File: src/rtl/mem_bus_arbiter_if.sv
// Cache-side request channels and RAM-side port of the memory bus arbiter.
// The slave modport is the arbiter's view; master is the view of the
// surrounding caches plus RAM model.
interface mem_bus_arbiter_if #(
  parameter int CPUS = 2,
  parameter int AW   = 32,
  parameter int DW   = 32
);
  logic [CPUS-1:0]    iREN;
  logic [CPUS*AW-1:0] iaddr;
  logic [CPUS-1:0]    iwait;
  logic [CPUS*DW-1:0] iload;
  logic [CPUS-1:0]    dREN;
  logic [CPUS-1:0]    dWEN;
  logic [CPUS*AW-1:0] daddr;
  logic [CPUS*DW-1:0] dstore;
  logic [CPUS-1:0]    dwait;
  logic [CPUS*DW-1:0] dload;
  logic               ramREN;
  logic               ramWEN;
  logic [AW-1:0]      ramaddr;
  logic [DW-1:0]      ramstore;
  logic [DW-1:0]      ramload;
  logic [1:0]         ramstate;

  modport slave (
    input  iREN, iaddr, dREN, dWEN, daddr, dstore, ramload, ramstate,
    output iwait, iload, dwait, dload, ramREN, ramWEN, ramaddr, ramstore
  );

  modport master (
    output iREN, iaddr, dREN, dWEN, daddr, dstore, ramload, ramstate,
    input  iwait, iload, dwait, dload, ramREN, ramWEN, ramaddr, ramstore
  );
endinterface

File: src/rtl/mem_bus_arbiter.sv
// Shares one RAM port between the instruction and data channels of CPUS
// cores. Data requests beat instruction fetches; within a class the cores
// rotate round-robin starting from rr. One transfer at a time, with an IDLE
// cycle between transfers. The RAM side and the wait/load returns are driven
// combinationally from the owner's live inputs while a transfer is open.
module mem_bus_arbiter #(
  parameter int CPUS = 2,
  parameter int AW   = 32,
  parameter int DW   = 32
) (
  input  logic             CLK,
  input  logic             nRST,
  mem_bus_arbiter_if.slave bus
);
  localparam int         OW         = (CPUS > 1) ? $clog2(CPUS) : 1;
  localparam logic [1:0] RAM_ACCESS = 2'd2;
  localparam logic [1:0] RAM_ERROR  = 2'd3;

  typedef enum logic {IDLE, XFER} state_t;
  typedef enum logic [1:0] {INSTR, DREAD, DWRITE} kind_t;

  state_t        state, state_nx;
  kind_t         kind, kind_nx, pick_kind;
  logic [OW-1:0] owner, owner_nx, rr, rr_nx;
  logic [OW-1:0] pick, owner_inc;
  logic [CPUS-1:0] dreq, cls_req;
  logic          any_d, found, live;

  assign dreq      = bus.dREN | bus.dWEN;
  assign any_d     = |dreq;
  assign cls_req   = any_d ? dreq : bus.iREN;
  assign owner_inc = (int'(owner) == CPUS - 1) ? '0 : owner + OW'(1);

  // Rotating search for the first requester of the winning class from rr up.
  always_comb begin
    found = 1'b0;
    pick  = '0;
    for (int i = 0; i < CPUS; i++) begin
      if (!found && cls_req[(int'(rr) + i) % CPUS]) begin
        found = 1'b1;
        pick  = OW'((int'(rr) + i) % CPUS);
      end
    end
  end

  // Kind of the picked transfer; a core asking to read and write at once writes.
  always_comb begin
    if (!any_d)                pick_kind = INSTR;
    else if (bus.dWEN[pick])   pick_kind = DWRITE;
    else                       pick_kind = DREAD;
  end

  // Owner still asserting the request it was granted for.
  always_comb begin
    case (kind)
      INSTR:   live = bus.iREN[owner];
      DREAD:   live = bus.dREN[owner];
      default: live = bus.dWEN[owner];
    endcase
  end

  // Control state register.
  always_ff @(posedge CLK or negedge nRST) begin
    if (!nRST) begin
      state <= IDLE;
      owner <= '0;
      kind  <= INSTR;
      rr    <= '0;
    end else begin
      state <= state_nx;
      owner <= owner_nx;
      kind  <= kind_nx;
      rr    <= rr_nx;
    end
  end

  // Next-state logic plus RAM drive and wait/load returns.
  always_comb begin
    state_nx     = state;
    owner_nx     = owner;
    kind_nx      = kind;
    rr_nx        = rr;
    bus.ramREN   = 1'b0;
    bus.ramWEN   = 1'b0;
    bus.ramaddr  = '0;
    bus.ramstore = '0;
    bus.iwait    = '1;
    bus.dwait    = '1;
    bus.iload    = '0;
    bus.dload    = '0;
    case (state)
      IDLE: begin
        if (found) begin
          state_nx = XFER;
          owner_nx = pick;
          kind_nx  = pick_kind;
        end
      end
      default: begin
        // A withdrawn request aborts the transfer: nothing reaches the RAM.
        if (!live) begin
          state_nx = IDLE;
        end else begin
          case (kind)
            INSTR: begin
              bus.ramREN  = 1'b1;
              bus.ramaddr = bus.iaddr[int'(owner)*AW +: AW];
            end
            DREAD: begin
              bus.ramREN  = 1'b1;
              bus.ramaddr = bus.daddr[int'(owner)*AW +: AW];
            end
            default: begin
              bus.ramWEN   = 1'b1;
              bus.ramaddr  = bus.daddr[int'(owner)*AW +: AW];
              bus.ramstore = bus.dstore[int'(owner)*DW +: DW];
            end
          endcase
          if (bus.ramstate == RAM_ACCESS) begin
            state_nx = IDLE;
            rr_nx    = owner_inc;
            case (kind)
              INSTR: begin
                bus.iwait[owner]                 = 1'b0;
                bus.iload[int'(owner)*DW +: DW]  = bus.ramload;
              end
              DREAD: begin
                bus.dwait[owner]                 = 1'b0;
                bus.dload[int'(owner)*DW +: DW]  = bus.ramload;
              end
              default: bus.dwait[owner] = 1'b0;
            endcase
          end else if (bus.ramstate == RAM_ERROR) begin
            // ERROR drops the transfer; the requester re-arbitrates from IDLE.
            state_nx = IDLE;
          end
        end
      end
    endcase
  end
endmodule

File: src/flat_wrapper.sv
// flat-port wrapper written by rule: the top's interface ports become plain ports
module mem_bus_arbiter_flat 
#(
  parameter int CPUS = 2,
  parameter int AW   = 32,
  parameter int DW   = 32
)
  (CLK, nRST, bus_iREN, bus_iaddr, bus_dREN, bus_dWEN, bus_daddr, bus_dstore, bus_ramload, bus_ramstate, bus_iwait, bus_iload, bus_dwait, bus_dload, bus_ramREN, bus_ramWEN, bus_ramaddr, bus_ramstore);
  mem_bus_arbiter_if #(.CPUS(CPUS), .AW(AW), .DW(DW)) bus_i ();
  input  logic CLK;
  input  logic nRST;
  input wire logic [$bits(bus_i.iREN)-1:0] bus_iREN;
  input wire logic [$bits(bus_i.iaddr)-1:0] bus_iaddr;
  input wire logic [$bits(bus_i.dREN)-1:0] bus_dREN;
  input wire logic [$bits(bus_i.dWEN)-1:0] bus_dWEN;
  input wire logic [$bits(bus_i.daddr)-1:0] bus_daddr;
  input wire logic [$bits(bus_i.dstore)-1:0] bus_dstore;
  input wire logic [$bits(bus_i.ramload)-1:0] bus_ramload;
  input wire logic [$bits(bus_i.ramstate)-1:0] bus_ramstate;
  output wire logic [$bits(bus_i.iwait)-1:0] bus_iwait;
  output wire logic [$bits(bus_i.iload)-1:0] bus_iload;
  output wire logic [$bits(bus_i.dwait)-1:0] bus_dwait;
  output wire logic [$bits(bus_i.dload)-1:0] bus_dload;
  output wire logic [$bits(bus_i.ramREN)-1:0] bus_ramREN;
  output wire logic [$bits(bus_i.ramWEN)-1:0] bus_ramWEN;
  output wire logic [$bits(bus_i.ramaddr)-1:0] bus_ramaddr;
  output wire logic [$bits(bus_i.ramstore)-1:0] bus_ramstore;
  assign bus_i.iREN = bus_iREN;
  assign bus_i.iaddr = bus_iaddr;
  assign bus_i.dREN = bus_dREN;
  assign bus_i.dWEN = bus_dWEN;
  assign bus_i.daddr = bus_daddr;
  assign bus_i.dstore = bus_dstore;
  assign bus_i.ramload = bus_ramload;
  assign bus_i.ramstate = bus_ramstate;
  assign bus_iwait = bus_i.iwait;
  assign bus_iload = bus_i.iload;
  assign bus_dwait = bus_i.dwait;
  assign bus_dload = bus_i.dload;
  assign bus_ramREN = bus_i.ramREN;
  assign bus_ramWEN = bus_i.ramWEN;
  assign bus_ramaddr = bus_i.ramaddr;
  assign bus_ramstore = bus_i.ramstore;
  mem_bus_arbiter #(.CPUS(CPUS), .AW(AW), .DW(DW)) u_core (.CLK(CLK), .nRST(nRST), .bus(bus_i));
endmodule
File: config.mk
export PLATFORM = sky130hd
export DESIGN_NAME = mem_bus_arbiter_flat
export DESIGN_NICKNAME = d
export VERILOG_FILES = /design/src/rtl/mem_bus_arbiter_if.sv /design/src/rtl/mem_bus_arbiter.sv /design/src/flat_wrapper.sv
export SDC_FILE = /design/constraint.sdc
export NUM_CORES = 1
export LEC_CHECK = 0
export BUFFER_PORTS_ARGS = -buffer_cell sky130_fd_sc_hd__buf_4
export CAP_MARGIN = 20
export CORE_AREA = 4 4 164 166
export CTS_BUF_LIST = sky130_fd_sc_hd__clkbuf_4 sky130_fd_sc_hd__clkbuf_8
export CTS_CLUSTER_SIZE = 12
export DETAILED_ROUTE_END_ITERATION = 8
export DIE_AREA = 0 0 168 170
export GPL_TIMING_DRIVEN = 0
export PLACE_DENSITY = 0.38
export SLEW_MARGIN = 20
export SYNTH_ARGS = -nofsm -noshare
export SYNTH_HDL_FRONTEND = slang
export SYNTH_SLANG_ARGS = --single-unit
File: constraint.sdc
create_clock -name CLK -period 3.6 [get_ports CLK]
set_input_delay 0.54 -clock CLK [delete_from_list [all_inputs] [get_ports CLK]]
set_output_delay 0.54 -clock CLK [all_outputs]
set_load 0.1 [all_outputs]
==> results.json <==
{
  "dieArea_sq_mm": 0.0286,
  "maxCapViolations": 0,
  "path_cells": "clkbuf_1, nor2_2, buf_2, mux4_2, nor2b_1, buf_4",
  "finClkSkew_ps": 0.767,
  "cts_num_sinks": 5,
  "synthCells": 345,
  "fin_nets": 1018,
  "syn_area_per_cell_sq_um": 8.04,
  "synth_top_cell_by_area": "and2_1",
  "numCtsBuffers": 3,
  "max_slew_margin_pct": 49.6,
  "wirelength_um": 18900,
  "cts_resized": 0,
  "rr_startpoint": "u_core.kind[0]",
  "cp_top_family": "buffers and inverters",
  "clk_pin_slew_ps": 30,
  "die_h_um": 170,
  "tritoncts": "built",
  "fmaxAchievable_mhz": 305,
  "drc": 0,
  "clockBufferDepth": 2,
  "h-tree-depth": 1,
  "via_count": 4188,
  "final.fill_count": 2858,
  "drive_gt1_share_pct": 62.3,
  "ys_ff_latch": 5,
  "yosys_most_used_dff": "dfrtp_1",
  "insertion_delay_ps": 220,
  "p_per_area_mw_per_mm2": 701,
  "overflow": 0,
  "yosys_warnings": 0,
  "rr_endpoint": "u_core.rr",
  "critPathMaxStageDelay_ps": 560,
  "worstSetupEndpointType": "output pin",
  "grt_max_degree": 11,
  "dp_hpwl_um": 16700,
  "gp_congestion": 0.803,
  "start_kind": "flip-flop",
  "cts_root_buf": "clkbuf_8",
  "syn-num-nets": 579,
  "synth_top_area_share_pct": 29.1,
  "setup_viol": 0,
  "synthTopCellsByArea": "and2_1 (29%), mux4_2 (27%), mux2i_1 (12%)",
  "first_pass_iters": 4,
  "cts-hold-fix-buffers": 0,
  "cp.arrival_ps": 2740,
  "grt_pass1_wl_um": 26800,
  "rows": 59,
  "yosysMostFrequentCell": "and2_1",
  "yosysUniqueCellTypes": 33,
  "core_area_sq_mm": 0.0256,
  "min_path_type": "in -> async",
  "critPathKind": "reg -> out",
  "viasPerCell": 3.75,
  "setup_tns_ps": 0,
  "status": "complete, no violations",
  "netlist_area_sq_mm": 0.00277,
  "wl_per_cell_um": 16.9,
  "start_util_pct": 10.8,
  "vdd_ir_drop_max_mv": 0.461,
  "synth_common_cells": "and2_1 (129), nor2_1 (37), mux4_2 (33), mux2i_1 (32), nor2b_1 (30)",
  "chipWidth_um": 168,
  "max_slew.worst_pin.slew_ps": 756,
  "antennaDiodeCount": 0,
  "rsz0062_at_grt": "no",
  "hold_viol": 0,
  "io_pins": 432,
  "syn2layout_area_growth_pct": 134,
  "synthArstFlopShare_pct": 100,
  "leakage_uw": 0.00332,
  "finalCritPeriodShare_pct": 91.1,
  "report.final.slew_viol_count": 0,
  "reg2reg_slack_ps": 1710,
  "period_needed_ps": 3280,
  "drtIter0Drc": 76,
  "crit_path_top_delay_cell": "mux4_2",
  "synth_seq_area_share_pct": 4.51,
  "worst-path-buf-inv": 3,
  "post_cts_buffers": 0,
  "fin_area_sq_mm": 0.00650,
  "crit_fanout": 10,
  "place_area_sq_mm": 0.00644,
  "grt_use_total_pct": 11.9,
  "synth_edf_count": 0,
  "r2r_cells": 6,
  "antenna_found_initial": 0,
  "grt_pass1_vias": 4410,
  "ant_nets": 0,
  "critPathRequiredTime_ps": 3060,
  "portBuffers": 431
}
==> flip-flops by register name, indices dropped and copies added (netlist names) <==
register	count
u_core.kind	2
u_core.state	1
u_core.owner	1
u_core.rr	1
==> how the worst max path moves through the flow <==
| stage | start | cells past startpoint | endpoint | slack (ps) |
|---|---|---|---|---|
| final | u_core.kind[1] | 6 | bus_ramaddr[16] | 320 |
| after global placement | bus_iREN[0] | 6 | bus_ramaddr[4] | -360 |
| after global routing | u_core.kind[1] | 6 | bus_ramaddr[16] | 30 |
| after floorplan | u_core.kind[1] | 5 | bus_ramaddr[10] | 240 |
| after CTS | u_core.kind[0] | 7 | bus_iload[3] | 10 |
| after detailed placement | bus_ramstate[0] | 6 | bus_iload[36] | 130 |
==> metrics by stage <==
| stage | hold slack [ps] | worst slack (ps) | util, % | power, uW | instances |
|---|---|---|---|---|---|
| CTS | 115 | 10.5 | 25.3 | 4620 | 1117 |
| global placement | 354 | -363 | 25.1 | 4510 | 1111 |
| global route | 119 | 27.8 | 25.4 | 4780 | 1118 |
| detailed placement | 352 | 128 | 25.1 | 4500 | 1113 |
| floorplan | 244 | 239 | - | 3470 | 345 |
| finish | 124 | 320 | 25.4 | 4550 | 1118 |
==> routing by layer <==
metal	global-route usage (%)	vias up	routed length, um
li1	-	2050	-
met5	0	-	0
met4	1.98	0	249
met2	22.5	220	9940
met1	13.8	1904	7070
met3	2.88	14	1620
==> kinds of logic after synthesis <==
group	count (synthesis)	synth area share, %
compound gates	15	3.88
buf+inv	36	5.42
flops	5	4.51
mux	68	39.8
simple gates	221	46.3
==> report_power, final <==
group	internal, uW	switching (uW)
registers	83.8	25.7
logic	1240	3090
clock network	83.5	26.8
==> worst reg2reg max path: cells and delay by family, from the launching register on <==
kind | cells | cell delay (ps)
compound gates | 3 | 650
buf+inv | 2 | 450
flops | 1 | 340
mux | 1 | 340
==> cells in the final DEF (no fill, tap or decap), types with 2 or more instances in the layout <==
cell and count:
inv_1 5, o31ai_1 3, dfrtp_1 5, nand2b_1 5, clkbuf_1 18, clkbuf_8 3, mux4_2 33, buf_1 3
and2b_1 4, and2_1 129, nor2b_1 30, o211ai_1 2, nand2_1 7, buf_4 432, a21oi_1 3, nor2_1 37
mux2_4 2, mux2i_1 32, o21ai_0 2, or4_1 2, buf_2 9, clkbuf_2 3
==> area by class of cell <==
type / instances / area (sq um) / share of cell area (%)
Sequential cell: 5 / 125 / 1.93
Multi-Input combinational cell: 304 / 2500 / 38.5
Buffer: 31 / 131 / 2.02
Inverter: 5 / 18.8 / 0.289
Timing Repair Buffer: 434 / 3250 / 50.0
Tap cell: 335 / 419 / 6.45
Clock buffer: 4 / 48.8 / 0.751
Note: power is estimated with default switching activity, not from simulation.
